==> config.mk <==
export PLATFORM = sky130hd
export DESIGN_NAME = store_merge_unit
export DESIGN_NICKNAME = d
export VERILOG_FILES = /design/src/rtl/mips_pkg.sv /design/src/rtl/lane_merge.sv /design/src/rtl/store_merge_unit.sv
export SDC_FILE = /design/constraint.sdc
export NUM_CORES = 1
export LEC_CHECK = 0
export BUFFER_PORTS_ARGS = -buffer_cell sky130_fd_sc_hd__buf_2
export CORE_ASPECT_RATIO = 1.1
export CORE_MARGIN = 3
export CORE_UTILIZATION = 43
export DETAILED_ROUTE_END_ITERATION = 10
export PLACE_DENSITY = 0.79
export SYNTH_ARGS = -nofsm -noshare
export SYNTH_HDL_FRONTEND = slang
export SYNTH_SLANG_ARGS = --single-unit
==> constraint.sdc <==
create_clock -name clk -period 1.5 [get_ports clk]
set_input_delay 0.225 -clock clk [delete_from_list [all_inputs] [get_ports clk]]
set_output_delay 0.225 -clock clk [all_outputs]
set_load 0.005 [all_outputs]
==> src/rtl/mips_pkg.sv <==
// Shared pipeline definitions: memory opcodes used by the load and store paths
// and the state encoding of the store read-modify-write sequencer.
package mips_pkg;

    localparam logic [5:0] OP_LB  = 6'b100000;
    localparam logic [5:0] OP_LBU = 6'b100100;
    localparam logic [5:0] OP_SB  = 6'b101000;
    localparam logic [5:0] OP_SH  = 6'b101001;
    localparam logic [5:0] OP_SW  = 6'b101011;

    typedef enum logic [0:0] {
        IDLE  = 1'b0,
        MERGE = 1'b1
    } state_e;

endpackage

==> src/rtl/lane_merge.sv <==
// Replaces one little-endian byte or halfword lane of a word with new data,
// leaving every other lane as it was in the old word.
module lane_merge (
    input  logic [31:0] old_word,
    input  logic [31:0] new_data,
    input  logic [1:0]  offset,
    input  logic        is_half,
    output logic [31:0] merged
);

    always_comb begin
        merged = old_word;
        if (is_half) begin
            // Only offsets 00 and 10 reach here; bit 0 is ignored.
            if (offset[1]) begin
                merged[31:16] = new_data[15:0];
            end else begin
                merged[15:0] = new_data[15:0];
            end
        end else begin
            case (offset)
                2'b00:   merged[7:0]   = new_data[7:0];
                2'b01:   merged[15:8]  = new_data[7:0];
                2'b10:   merged[23:16] = new_data[7:0];
                default: merged[31:24] = new_data[7:0];
            endcase
        end
    end

endmodule

==> src/rtl/store_merge_unit.sv <==
// Mem-stage store path: sw writes directly, sh/sb do a read-modify-write over
// two cycles on a word-wide RAM without byte enables, stalling the pipe once.
module store_merge_unit #(
    parameter logic [5:0] OP_SW = mips_pkg::OP_SW,
    parameter logic [5:0] OP_SH = mips_pkg::OP_SH,
    parameter logic [5:0] OP_SB = mips_pkg::OP_SB
) (
    input  logic        clk,
    input  logic        rst_n,
    input  logic [5:0]  Mem_op,
    input  logic        Mem_MemWr,
    input  logic [31:0] Mem_alure,
    input  logic [31:0] Mem_busB,
    input  logic [31:0] mem_rdata,
    output logic [29:0] mem_addr,
    output logic        mem_we,
    output logic [31:0] mem_wdata,
    output logic        stall,
    output logic        misalign
);

    import mips_pkg::*;

    state_e      state_q, state_d;
    logic [29:0] addr_q, addr_d;
    logic [1:0]  off_q, off_d;
    logic        half_q, half_d;
    logic [31:0] data_q, data_d;

    logic        req_sw, req_sh, req_sb;
    logic [1:0]  req_off;
    logic [31:0] merged_word;

    assign req_off = Mem_alure[1:0];
    assign req_sw  = Mem_MemWr && (Mem_op == OP_SW);
    assign req_sh  = Mem_MemWr && (Mem_op == OP_SH);
    assign req_sb  = Mem_MemWr && (Mem_op == OP_SB);

    lane_merge u_lane_merge (
        .old_word (mem_rdata),
        .new_data (data_q),
        .offset   (off_q),
        .is_half  (half_q),
        .merged   (merged_word)
    );

    // Outputs are gated by rst_n so that reset silences the RAM port at once,
    // even when it lands in the middle of a MERGE cycle.
    always_comb begin
        state_d   = state_q;
        addr_d    = addr_q;
        off_d     = off_q;
        half_d    = half_q;
        data_d    = data_q;
        mem_addr  = Mem_alure[31:2];
        mem_we    = 1'b0;
        mem_wdata = Mem_busB;
        stall     = 1'b0;
        misalign  = 1'b0;

        case (state_q)
            IDLE: begin
                if (req_sw) begin
                    if (req_off == 2'b00) begin
                        mem_we = 1'b1;
                    end else begin
                        misalign = 1'b1;
                    end
                end else if (req_sb || (req_sh && !req_off[0])) begin
                    stall   = 1'b1;
                    addr_d  = Mem_alure[31:2];
                    off_d   = req_off;
                    half_d  = req_sh;
                    data_d  = Mem_busB;
                    state_d = MERGE;
                end else if (req_sh) begin
                    misalign = 1'b1;
                end
            end
            MERGE: begin
                mem_addr  = addr_q;
                mem_wdata = merged_word;
                mem_we    = 1'b1;
                state_d   = IDLE;
            end
            default: state_d = IDLE;
        endcase

        if (!rst_n) begin
            mem_addr  = '0;
            mem_we    = 1'b0;
            mem_wdata = '0;
            stall     = 1'b0;
            misalign  = 1'b0;
        end
    end

    always_ff @(posedge clk or negedge rst_n) begin
        if (!rst_n) begin
            state_q <= IDLE;
            addr_q  <= '0;
            off_q   <= '0;
            half_q  <= 1'b0;
            data_q  <= '0;
        end else begin
            state_q <= state_d;
            addr_q  <= addr_d;
            off_q   <= off_d;
            half_q  <= half_d;
            data_q  <= data_d;
        end
    end

endmodule

# Yosys cells after proc, flatten, opt, wreduce, memory -nomap -nowiden
# Index checks and enable logic that the tools add are counted.
[classes]
n_addsub = 0
multipliers = 0
div_mod_pow = 0
magnitude_cmp = 0
eq_ne = 5
shift = 0
mux = 26
bitwise = 2
reduce_logical = 10
[ops]
columns = ["op", "count"]
rows = [
  ["two-way mux 32 bit", 3],
  ["two-way mux 30 bit", 2],
  ["two-way mux 16 bit", 2],
  ["two-way mux 8 bit", 4],
  ["== test 6 bit (second input constant)", 3],
  ["two-way mux 1 bit", 13],
  ["logical AND 1 bit", 4],
  ["zero test 2 bit", 2],
  ["one-hot mux 1 bit (2 select lines)", 2],
  ["AND reduction 3 bit", 1],
  ["OR reduction 3 bit", 1],
  ["== test 2 x 1 -> 1 bit (second input constant)", 1],
  ["== test 2 bit (second input constant)", 1],
  ["inverter 1 bit", 2],
  ["zero test 1 bit", 1],
  ["logical OR 1 bit", 1],
]
[word_totals]
register_bits = 50
latchBits = 0
ramBits = 0
rom_bits = 0
input_bits = 105
output_inout_bits = 65
word_cells = 48
memories = 0

# Depth between registers and ports, before layout
# Gate-level depths: netlist of run 1.
[logic_depth]
depth_word = 8
ltp_mapped = 5
depth_no_buf = 3

# Hierarchy
# Synthesis of run 1 repeated with hierarchy kept, for this count alone.
[hier_totals]
cells_unflattened = 357
hier_area_um2 = 4255.3
[by_module_without_submodules]
columns = ["module", "n_inst", "cells_each", "area_each_um2", "seq_area_each_um2"]
rows = [
  ["store_merge_unit", 1, 291, 3752.3, 1651.6],
  ["lane_merge", 1, 66, 503.0, 0.0],
]

# Least setup slack after synthesis of run 1
# No wires, ideal clock.
[synth_path]
kind = "reg-to-output"
from = "reg half_q"
to = "out mem_wdata[19]"
arrival_time_ns = 1.293
required_ns = 1.275
slack_ns = -0.018
path_stages_with_launch = 6
n_path_buf = 2
cell_sequence = "dfrtp_1 > clkbuf_1 > and2b_1 > clkbuf_1 > o21ai_0 > a31oi_1"
[synth_between]
elab_chain_len = 3
[synth_rtl]
columns = ["item", "line_no", "rtl"]
rows = [
  ["from (decl)", "store_merge_unit.sv:27", "logic half_q, half_d;"],
  ["from (signal assigned)", "store_merge_unit.sv:109", "half_q <= half_d;"],
  ["two-way mux 32 bit", "lane_merge.sv:13", "if (is_half) begin"],
  ["two-way mux 32 bit", "store_merge_unit.sv:61", "case (state_q)"],
  ["two-way mux 32 bit", "store_merge_unit.sv:89", "if (!rst_n) begin"],
  ["to (decl)", "store_merge_unit.sv:17", "output logic [31:0] mem_wdata,"],
]
# Every way passes these cells.

# Worst setup path in the final report of run 1
[layout_path]
from = "reg state_q"
to = "reg data_q[1]"
[layout_between]
elab_chain_len = 2
[layout_rtl]
columns = ["item", "line_no", "rtl"]
rows = [
  ["from (decl)", "store_merge_unit.sv:24", "state_e state_q, state_d;"],
  ["from (signal assigned)", "store_merge_unit.sv:106", "state_q <= state_d;"],
  ["inverter 1 bit (no line)", "--", ""],
  ["AND reduction 3 bit (no line)", "--", ""],
  ["to (signal assigned)", "store_merge_unit.sv:110", "data_q <= data_d;"],
  ["to (decl)", "store_merge_unit.sv:28", "logic [31:0] data_q, data_d;"],
]
# Every way passes these cells.
# A chain may end at the register's enable or synchronous reset.

==> results.yml, run 1 <==
floorplan:
  fp-row-count: 34
  ioPinCount: 170
  die_h_um: 101
  die_area_um2: 9320
  start_util: 0.443
  core_area_um2: 7960
  die-width_um: 92.3
critical_path:
  end_kind: "flip-flop"
  cp_max_fo: 6
  path_class: "flip-flop to flip-flop"
  worstSetupStartpoint: "state_q"
  slowest_stage: "dfrtp_4"
  worst-path-buf-inv: 4
  worstReg2RegStart: "state_q"
  cp_cell_sequence: "buf_6, nor2_4, nand4_4, buf_6, buf_12, buf_12, mux2_4"
  required_ps: 1680
  cpPeakStageDelay_ps: 570
  setup.worst_path.start_class: "flip-flop"
  critical_path.top_delay_family: "flip-flops"
  arrival_ps: 1980
clocking:
  cts.clk_slew.worst_paths_ps: 90
  cts_buffers: 5
  clock_latency_ps: 290
  cts_tree: "done"
  cts_max_path_buffers: 2
  h-tree-depth: 2
  numClockSinks: 50
  clockRootBuffer: "clkbuf_8"
global_route:
  grt_pass1_vias: 3414
  antenna_found_initial: 0
  grt_max_degree: 59
  gr-total-overflow: 0
  grt_pass1_wl_um: 16300
  grt_use_total: 0.215
power_and_ir_drop:
  finalPower_mw: 3.97
  powerDensity_nw_per_um2: 749
  vdd_drop_max_uv: 451
  leakagePower_nw: 2.71
finish:
  nNetsFinal: 653
  fillers: 628
  drive_gt1_frac: 0.539
  diodes: 0
  area_growth_syn_to_layout_pct: 50.3
  final_core_util: 0.666
timing:
  max_freq_mhz: 555
  rsz0062_at_grt: "yes"
  finalWorstSetupSlack_ps: -302
  finalHoldViolations: 0
  fin_hold_ws_ps: 66.6
  finClkSkew_ps: 4.96
  fin_crit_sh: 1.20
  finalCriticalPeriod_ps: 1800
  setup_viol: 115
  worst_pin_slew_ps: 863
  slew_violations: 0
  max-slew-margin-rel: 0.425
logic_synthesis:
  synthDistinctLibCells: 26
  yosys-mux-area-fraction: 0.284
  synth-async-reset-ratio: 1.00
  syn_avg_cell_area_um2: 9.87
  synthAdderAreaFrac: 0
  synth_top_family_by_area: "multiplexers"
  synth_compound_area_frac: 0.154
  synthFlopType: "dfrtp_1"
  synthesis.area_um2: 3520
  synth_nets: 462
  synth_edf_count: 0
  netlist.area_leader.share: 0.355
  post-synth-top-count-cell: "o21ai_0"
  yosysSeqAreaShare: 0.355
  yosysTopAreaCell: "dfrtp_1"
  synth-simple-area-share: 0.154
  ys_warn_count: 0
  syn_inst: 357
  ys_top_cells_by_count: "o21ai_0, dfrtp_1, mux2_4"
  synth-xor-area-share: 0
  synth-seq-cells: 50
  synth_area_leaders: "dfrtp_1, mux2_4, o21ai_0"
placement:
  pre_cts_slack_ps: -54.9
  hpwlAfterDp_um: 7350
  gp_congestion: 0.807
  io_buffers: 169
drt:
  routed_wl_um: 10900
  post_drt_wl_per_cell_um: 16.5
  drt_iter0_drc: 108
  via_count: 3536
  drcViolationCount: 0
  first_pass_iters: 4
  viasPerCell: 5.38
  ant_nets: 0
status:
  violations: "negative setup slack"
  status: "complete, but fails checks"
min_path:
  min_path_type: "input pin to asynchronous set/reset pin"
run:
  drv_cap: 0
## per-layer routing
layer	routed length (µm)	global-route usage	up-vias
met1	4470	0.257	1670
met5	0	0	-
li1	-	-	1672
met3	792	0.0411	18
met4	193	0.0549	0
met2	5400	0.395	176
## path summary, 6_finish.rpt
path / depth (start not counted) / slack (ps) / to
worst min-delay path: 3 / 70 / off_q[0]
worst min register to register: 1 / 510 / data_q[8]
worst max register to register: 7 / -300 / data_q[1]
max in group asynchronous: 3 / 320 / data_q[6]
worst max-delay path: 7 / -300 / data_q[1]
min in group clk: 2 / 170 / addr_q[13]
## cell type report
| type | count | area (µm²) | area share |
|---|---|---|---|
| Tap cell | 108 | 135 | 0.0255 |
| Multi-Input combinational cell | 270 | 2190 | 0.414 |
| Clock buffer | 6 | 82.6 | 0.0156 |
| Timing Repair Buffer | 218 | 1600 | 0.302 |
| Inverter | 3 | 11.3 | 0.00213 |
| Sequential cell | 50 | 1260 | 0.238 |
| Clock inverter | 2 | 12.5 | 0.00236 |
## worst reg2reg max path: stages, from the launching register on
cell and delay, ps:
dfrtp_4 570, buf_6 150, nor2_4 100, nand4_4 140, buf_6 180, buf_12 120
buf_12 130, mux2_4 290
## per-stage QoR
step / cells / instance area [µm²] / TNS [ps]
3_3_place_gp: 622 / 4630 / -1.85
4_1_cts: 644 / 5030 / -24060
5_1_grt: 657 / 5300 / -32390
3_5_place_dp: 622 / 4630 / -407
2_1_floorplan: 357 / 3520 / 0
6_report: 657 / 5300 / -24420
## flip-flops by register name, indices dropped and copies added (netlist names)
register / cells
off_q: 2
addr_q: 30
data_q: 16
state_q: 1
half_q: 1
## timing repair
| action | in CTS | in global routing |
|---|---|---|
| setup buffers | 6 | 10 |
| endpoints found under the setup margin | 85 | 132 |
| resized for setup | 29 | 55 |
| hold endpoints to repair | 35 | 0 |
| hold buffers | 3 | 0 |
| gates cloned | 5 | 6 |
| pin swaps | 3 | 14 |
## cell families (layout without fill, tap and decap cells)
logic type | Yosys count | in the layout
AO/OA/AOI/OAI | 100 | 100
AND/OR/NAND/NOR | 91 | 91
multiplexers | 79 | 79
flip-flops | 50 | 50
buffers and inverters | 37 | 229
## power by group
part	internal [mW]	switching [mW]	total [mW]
Combinational	0.822	0.571	1.39
Clock	0.371	0.429	0.800
Sequential	1.58	0.191	1.77
## placed cells by master (no fill, tap or decap), drive strengths merged
cell type	Yosys	final
a21oi	1	1
a31oi	33	33
and2	8	8
and2b	1	1
and3b	8	8
and4bb	1	1
buf	10	209
clkbuf	24	12
clkinv	0	1
clkinvlp	0	1
dfrtp	50	50
dlygate4sd3	0	2
dlymetal6s4s	0	1
inv	3	3
mux2	48	48
mux2i	31	31
nand2	19	19
nand2b	1	1
nand3	17	17
nand4	1	1
nor2	2	2
nor2b	31	31
nor4	1	1
nor4bb	1	1
o21ai	65	65
o21bai	1	1
Note: power is estimated with default switching activity, not from simulation.
==> inputs of run 2 (changes only) <==
--- a/config.mk
+++ b/config.mk
@@ -9,3 +9,2 @@
 export CORE_ASPECT_RATIO = 1.1
-export CORE_MARGIN = 3
 export CORE_UTILIZATION = 43
==> constraint.sdc (replaced) <==
create_clock -name clk -period 1.5 [get_ports clk]
set_input_delay 0.3 -clock clk [delete_from_list [all_inputs] [get_ports clk]]
set_output_delay 0.3 -clock clk [all_outputs]
set_load 0.005 [all_outputs]
==> results.yml, run 2 (synthesis results as in run 1) <==
placement:
  pre_cts_slack_ps: -141
  io_buffers: 169
  gp_congestion: 0.818
  post_dp_cell_area_um2: 4660
  dp.cells: 631
  hpwlAfterDp_um: 7340
clocking:
  cts_buffers: 5
  clock_latency_ps: 300
  cts.clk_slew.worst_paths_ps: 90
  cts_max_path_buffers: 2
  cts_tree: "done"
  numClockSinks: 50
  clockRootBuffer: "clkbuf_8"
  h-tree-depth: 2
finish:
  diodes: 0
  area_growth_syn_to_layout_pct: 54.3
  nNetsFinal: 665
  fin_area_um2: 5440
  final_cell_mix: "buf_2, mux2_4, dfrtp_1, o21ai_0"
  top_register: "addr_q"
  drive_gt1_frac: 0.578
  instances_no_fill: 669
  largestRegisters: "addr_q: 30 flops, data_q: 16 flops, off_q: 2 flops"
  final_common_cell: "buf_2"
  largest_register_ffs: 30
drt:
  ant_nets: 0
  via_count: 3641
  routed_wl_um: 11400
  post_drt_wl_per_cell_um: 17.0
  drcViolationCount: 0
  viasPerCell: 5.44
  first_pass_iters: 4
  drt_iter0_drc: 94
power_and_ir_drop:
  vdd_drop_max_uv: 391
  leakagePower_nw: 2.76
  powerDensity_nw_per_um2: 757
critical_path:
  cp_max_fo: 8
  worstReg2RegStart: "state_q"
  r2r_cells: 7
  ff2ff_setup_slack_ps: -300
  setup.worst_path.start_class: "flip-flop"
  end_kind: "output pin"
  arrival_ps: 1610
  required_ps: 1200
  path_class: "flip-flop to output pin"
  reg2reg_to: "off_q[1]"
floorplan:
  die_area_um2: 8560
  die_h_um: 96.9
  core_area_um2: 7910
  die-width_um: 88.3
  start_util: 0.445
  fp-row-count: 34
  ioPinCount: 170
status:
  status: "complete, but fails checks"
  violations: "negative setup slack"
timing:
  fin_crit_sh: 1.27
  max-slew-margin-rel: 0.699
  finalCriticalPeriod_ps: 1910
  finalWorstSetupSlack_ps: -410
  worst_pin_slew_ps: 445
  fin_tns_setup_ps: -29290
  setup_viol: 115
  finalHoldViolations: 0
  slew_violations: 0
  finClkSkew_ps: 3.96
  rsz0062_at_grt: "yes"
  max_freq_mhz: 524
global_route:
  grt_pass1_vias: 3445
  gr-total-overflow: 0
  grt_max_degree: 47
  grt_use_total: 0.254
  grt_pass1_wl_um: 16900
  antenna_found_initial: 0
min_path:
  min_path_type: "input pin to asynchronous set/reset pin"
run:
  drv_cap: 0
run 2: cell count changes in the layout (fill, tap and decap cells not counted), sizes merged:
cell,change
dlymetal6s4s,-1
dlygate4sd3,-1
and2b,+1
clkbuf,-5
clkinvlp,-1
buf,+19
run 2: stage by stage:
| step | utilization | power (mW) | hold WS, ps |
|---|---|---|---|
| floorplan | - | 2.45 | 4.41 |
| global placement | 0.589 | 2.98 | 183 |
| detailed placement | 0.589 | 3.03 | 189 |
| CTS | 0.677 | 3.97 | 71.5 |
| global route | 0.687 | 4.33 | 78.6 |
| finish | 0.687 | 4.11 | 96.0 |
run 2: cell type report:
cell class / instances / area, µm²
sequential: 50 / 1260
clock inverter: 1 / 5.00
tap: 108 / 135
timing repair buffer: 229 / 1640
fill: 613 / 2480
inverter: 3 / 11.3
multi-input combinational: 271 / 2300
clock buffer: 7 / 86.3
run 2: worst max-delay path by stage:
stage,from,endpoint,depth (start not counted)
3_3_place_gp,half_q,mem_wdata[7],4
6_report,half_q,mem_wdata[30],6
5_1_grt,half_q,mem_wdata[23],5
3_5_place_dp,half_q,mem_wdata[5],4
2_1_floorplan,off_q[1],mem_wdata[13],5
4_1_cts,half_q,mem_wdata[31],5
run 2: what timing repair did:
action,4_1_cts,5_1_grt
gates cloned,12,0
pin swaps,5,39
hold buffers,1,0
buffers inserted,19,8
endpoints found under the setup margin,108,115
endpoints found under the hold margin,2,0
gates resized for setup,45,83
run 2: report_power, final:
| group | internal, mW | total, mW | switching (mW) |
|---|---|---|---|
| clock | 0.373 | 0.809 | 0.435 |
| combinational | 0.880 | 1.53 | 0.646 |
| sequential | 1.58 | 1.78 | 0.196 |
run 2: routing by layer:
layer | wire, µm | global-route usage | vias up
met2 | 5680 | 0.449 | 175
met5 | 0 | 0 | -
li1 | - | - | 1706
met1 | 4790 | 0.320 | 1746
met3 | 685 | 0.0307 | 14
met4 | 214 | 0.0707 | 0
run 2: worst max-delay path: stages, from the launching register on:
cell     delay, ps
dfrtp_2        460
buf_6          140
o21ai_4        140
buf_6          160
nand2_1         80
a31oi_2        180
buf_2          150
==> inputs of run 3 (changes only) <==
--- a/config.mk
+++ b/config.mk
@@ -9,5 +9,6 @@
 export CORE_ASPECT_RATIO = 1.1
-export CORE_UTILIZATION = 43
+export CORE_UTILIZATION = 44
+export CTS_BUF_LIST = sky130_fd_sc_hd__clkbuf_4 sky130_fd_sc_hd__clkbuf_8
 export DETAILED_ROUTE_END_ITERATION = 10
-export PLACE_DENSITY = 0.79
+export PLACE_DENSITY = 0.81
 export SYNTH_ARGS = -nofsm -noshare
==> constraint.sdc (replaced) <==
create_clock -name clk -period 1.5 [get_ports clk]
set_input_delay 0.15 -clock clk [delete_from_list [all_inputs] [get_ports clk]]
set_output_delay 0.15 -clock clk [all_outputs]
set_load 0.005 [all_outputs]
==> results.yml, run 3 (synthesis results as in run 1) <==
global_route:
  grt_busiest_layer: "met2"
  antenna_found_initial: 0
  use_met3: 0.0420
  grt_pass1_vias: 3399
  met1_usage: 0.287
  grt_use_total: 0.252
  grt_pass1_wl_um: 16000
  grt_util_met2: 0.480
  gr-total-overflow: 0
  grt_max_degree: 31
finish:
  largestRegisters: "addr_q: 30 flops, data_q: 16 flops, off_q: 2 flops"
  final_core_util: 0.736
  final_common_cell: "buf_2"
  fillers: 570
  area_growth_syn_to_layout_pct: 58.7
  nNetsFinal: 667
  top_register: "addr_q"
  final_cell_mix: "buf_2, mux2_4, dfrtp_1"
  diodes: 0
  instances_no_fill: 668
  drive_gt1_frac: 0.591
  largest_register_ffs: 30
drt:
  drcViolationCount: 0
  routed_wl_um: 11900
  ant_nets: 0
  drt_iter0_drc: 127
  first_pass_iters: 5
  viasPerCell: 5.51
  post_drt_wl_per_cell_um: 17.9
  via_count: 3678
timing:
  finClkSkew_ps: 8.57
  max_freq_mhz: 572
  max-slew-margin-rel: 0.689
  slew_violations: 0
  finalCriticalPeriod_ps: 1750
  fin_tns_setup_ps: -21030
  worst_pin_slew_ps: 460
  finalHoldViolations: 0
  fin_crit_sh: 1.17
  setup_viol: 114
  rsz0062_at_grt: "yes"
  finalWorstSetupSlack_ps: -248
placement:
  dp.cells: 627
  io_buffers: 169
  gp_congestion: 0.797
  hpwlAfterDp_um: 7420
  pre_cts_slack_ps: -10.7
floorplan:
  die_area_um2: 8370
  die-width_um: 87.3
  ioPinCount: 170
  core_area_um2: 7600
  fp-row-count: 33
  start_util: 0.464
  die_h_um: 95.9
clocking:
  clockRootBuffer: "clkbuf_8"
  cts_tree: "done"
  h-tree-depth: 2
  numClockSinks: 50
  cts_buffers: 5
  cts.clk_slew.worst_paths_ps: 90
  clock_latency_ps: 310
  cts_max_path_buffers: 2
critical_path:
  arrival_ps: 1600
  cpPeakStageDelay_ps: 530
  cp_max_fo: 6
  path_class: "flip-flop to output pin"
  end_kind: "output pin"
  required_ps: 1350
  setup.worst_path.start_class: "flip-flop"
  slowest_stage: "dfrtp_4"
  cp_cell_sequence: "buf_12, clkbuf_16, o21ai_0, a31oi_1, buf_2"
power_and_ir_drop:
  finalPower_mw: 4.28
  vdd_drop_max_uv: 403
  leakagePower_nw: 2.81
  powerDensity_nw_per_um2: 765
run:
  drv_cap: 0
min_path:
  min_path_type: "input pin to flip-flop"
status:
  status: "complete, but fails checks"
  violations: "negative setup slack"
[run 3: cell count changes in the layout (fill, tap and decap cells not counted), sizes merged]
cell | before | now
and2b | 2 | 1
clkinvlp | 0 | 2
clkbuf | 7 | 11
clkinv | 1 | 0
dlygate4sd3 | 1 | 7
bufinv | 0 | 1
buf | 228 | 219
[run 3: layout make-up]
cell class              instances  area [µm²]  share of cell area
inverters                       3        11.3             0.00201
clock inverters                 3        45.0             0.00805
repair buffers                232        1760               0.315
clock buffers                   5        68.8              0.0123
flip-flops and latches         50        1260               0.225
multi-input cells             270        2310               0.414
well taps                     105         131              0.0235
[run 3: where the power goes]
part,total (mW),internal (mW),switching [mW]
clock,0.952,0.496,0.456
sequential,1.77,1.58,0.191
combinational,1.55,0.890,0.660
total,4.28,2.97,1.31
[run 3: path summary, 6_finish.rpt]
kind                            endpoint          start  slack [ps]  cells past startpoint
max in group asynchronous      addr_q[8]          rst_n         550                      3
max reg2reg                   addr_q[12]        state_q        -240                      6
min                           addr_q[17]  Mem_alure[19]          80                      2
min in group asynchronous     addr_q[15]          rst_n         100                      3
max                        mem_wdata[12]        state_q        -250                      5
min reg2reg                    data_q[9]      data_q[9]         510                      1
[run 3: critical path: cells and delay by family (launching register included)]
family,cells,cell delay [ps]
DFF,1,530
buffers and inverters,3,470
AOI/OAI and AO/OA,2,280
[run 3: metal layers]
layer  vias up  share of wire
li1       1716              -
met1      1750           0.39
met2       190           0.51
met3        22          0.068
met4         0          0.024
met5         -              0
[run 3: what timing repair did]
item,CTS,global route
endpoints found under the hold margin,25,0
endpoints found under the setup margin,72,114
pin swaps,7,34
hold buffers,7,0
gates resized for setup,51,77
gates cloned,6,9
setup buffers,3,9
[run 3: stage by stage]
stage	hold WS, ps	area, µm²
2_1_floorplan	-146	3520
3_3_place_gp	39.5	4650
3_5_place_dp	41.8	4650
4_1_cts	77.5	5170
5_1_grt	71.8	5590
6_report	84.2	5590
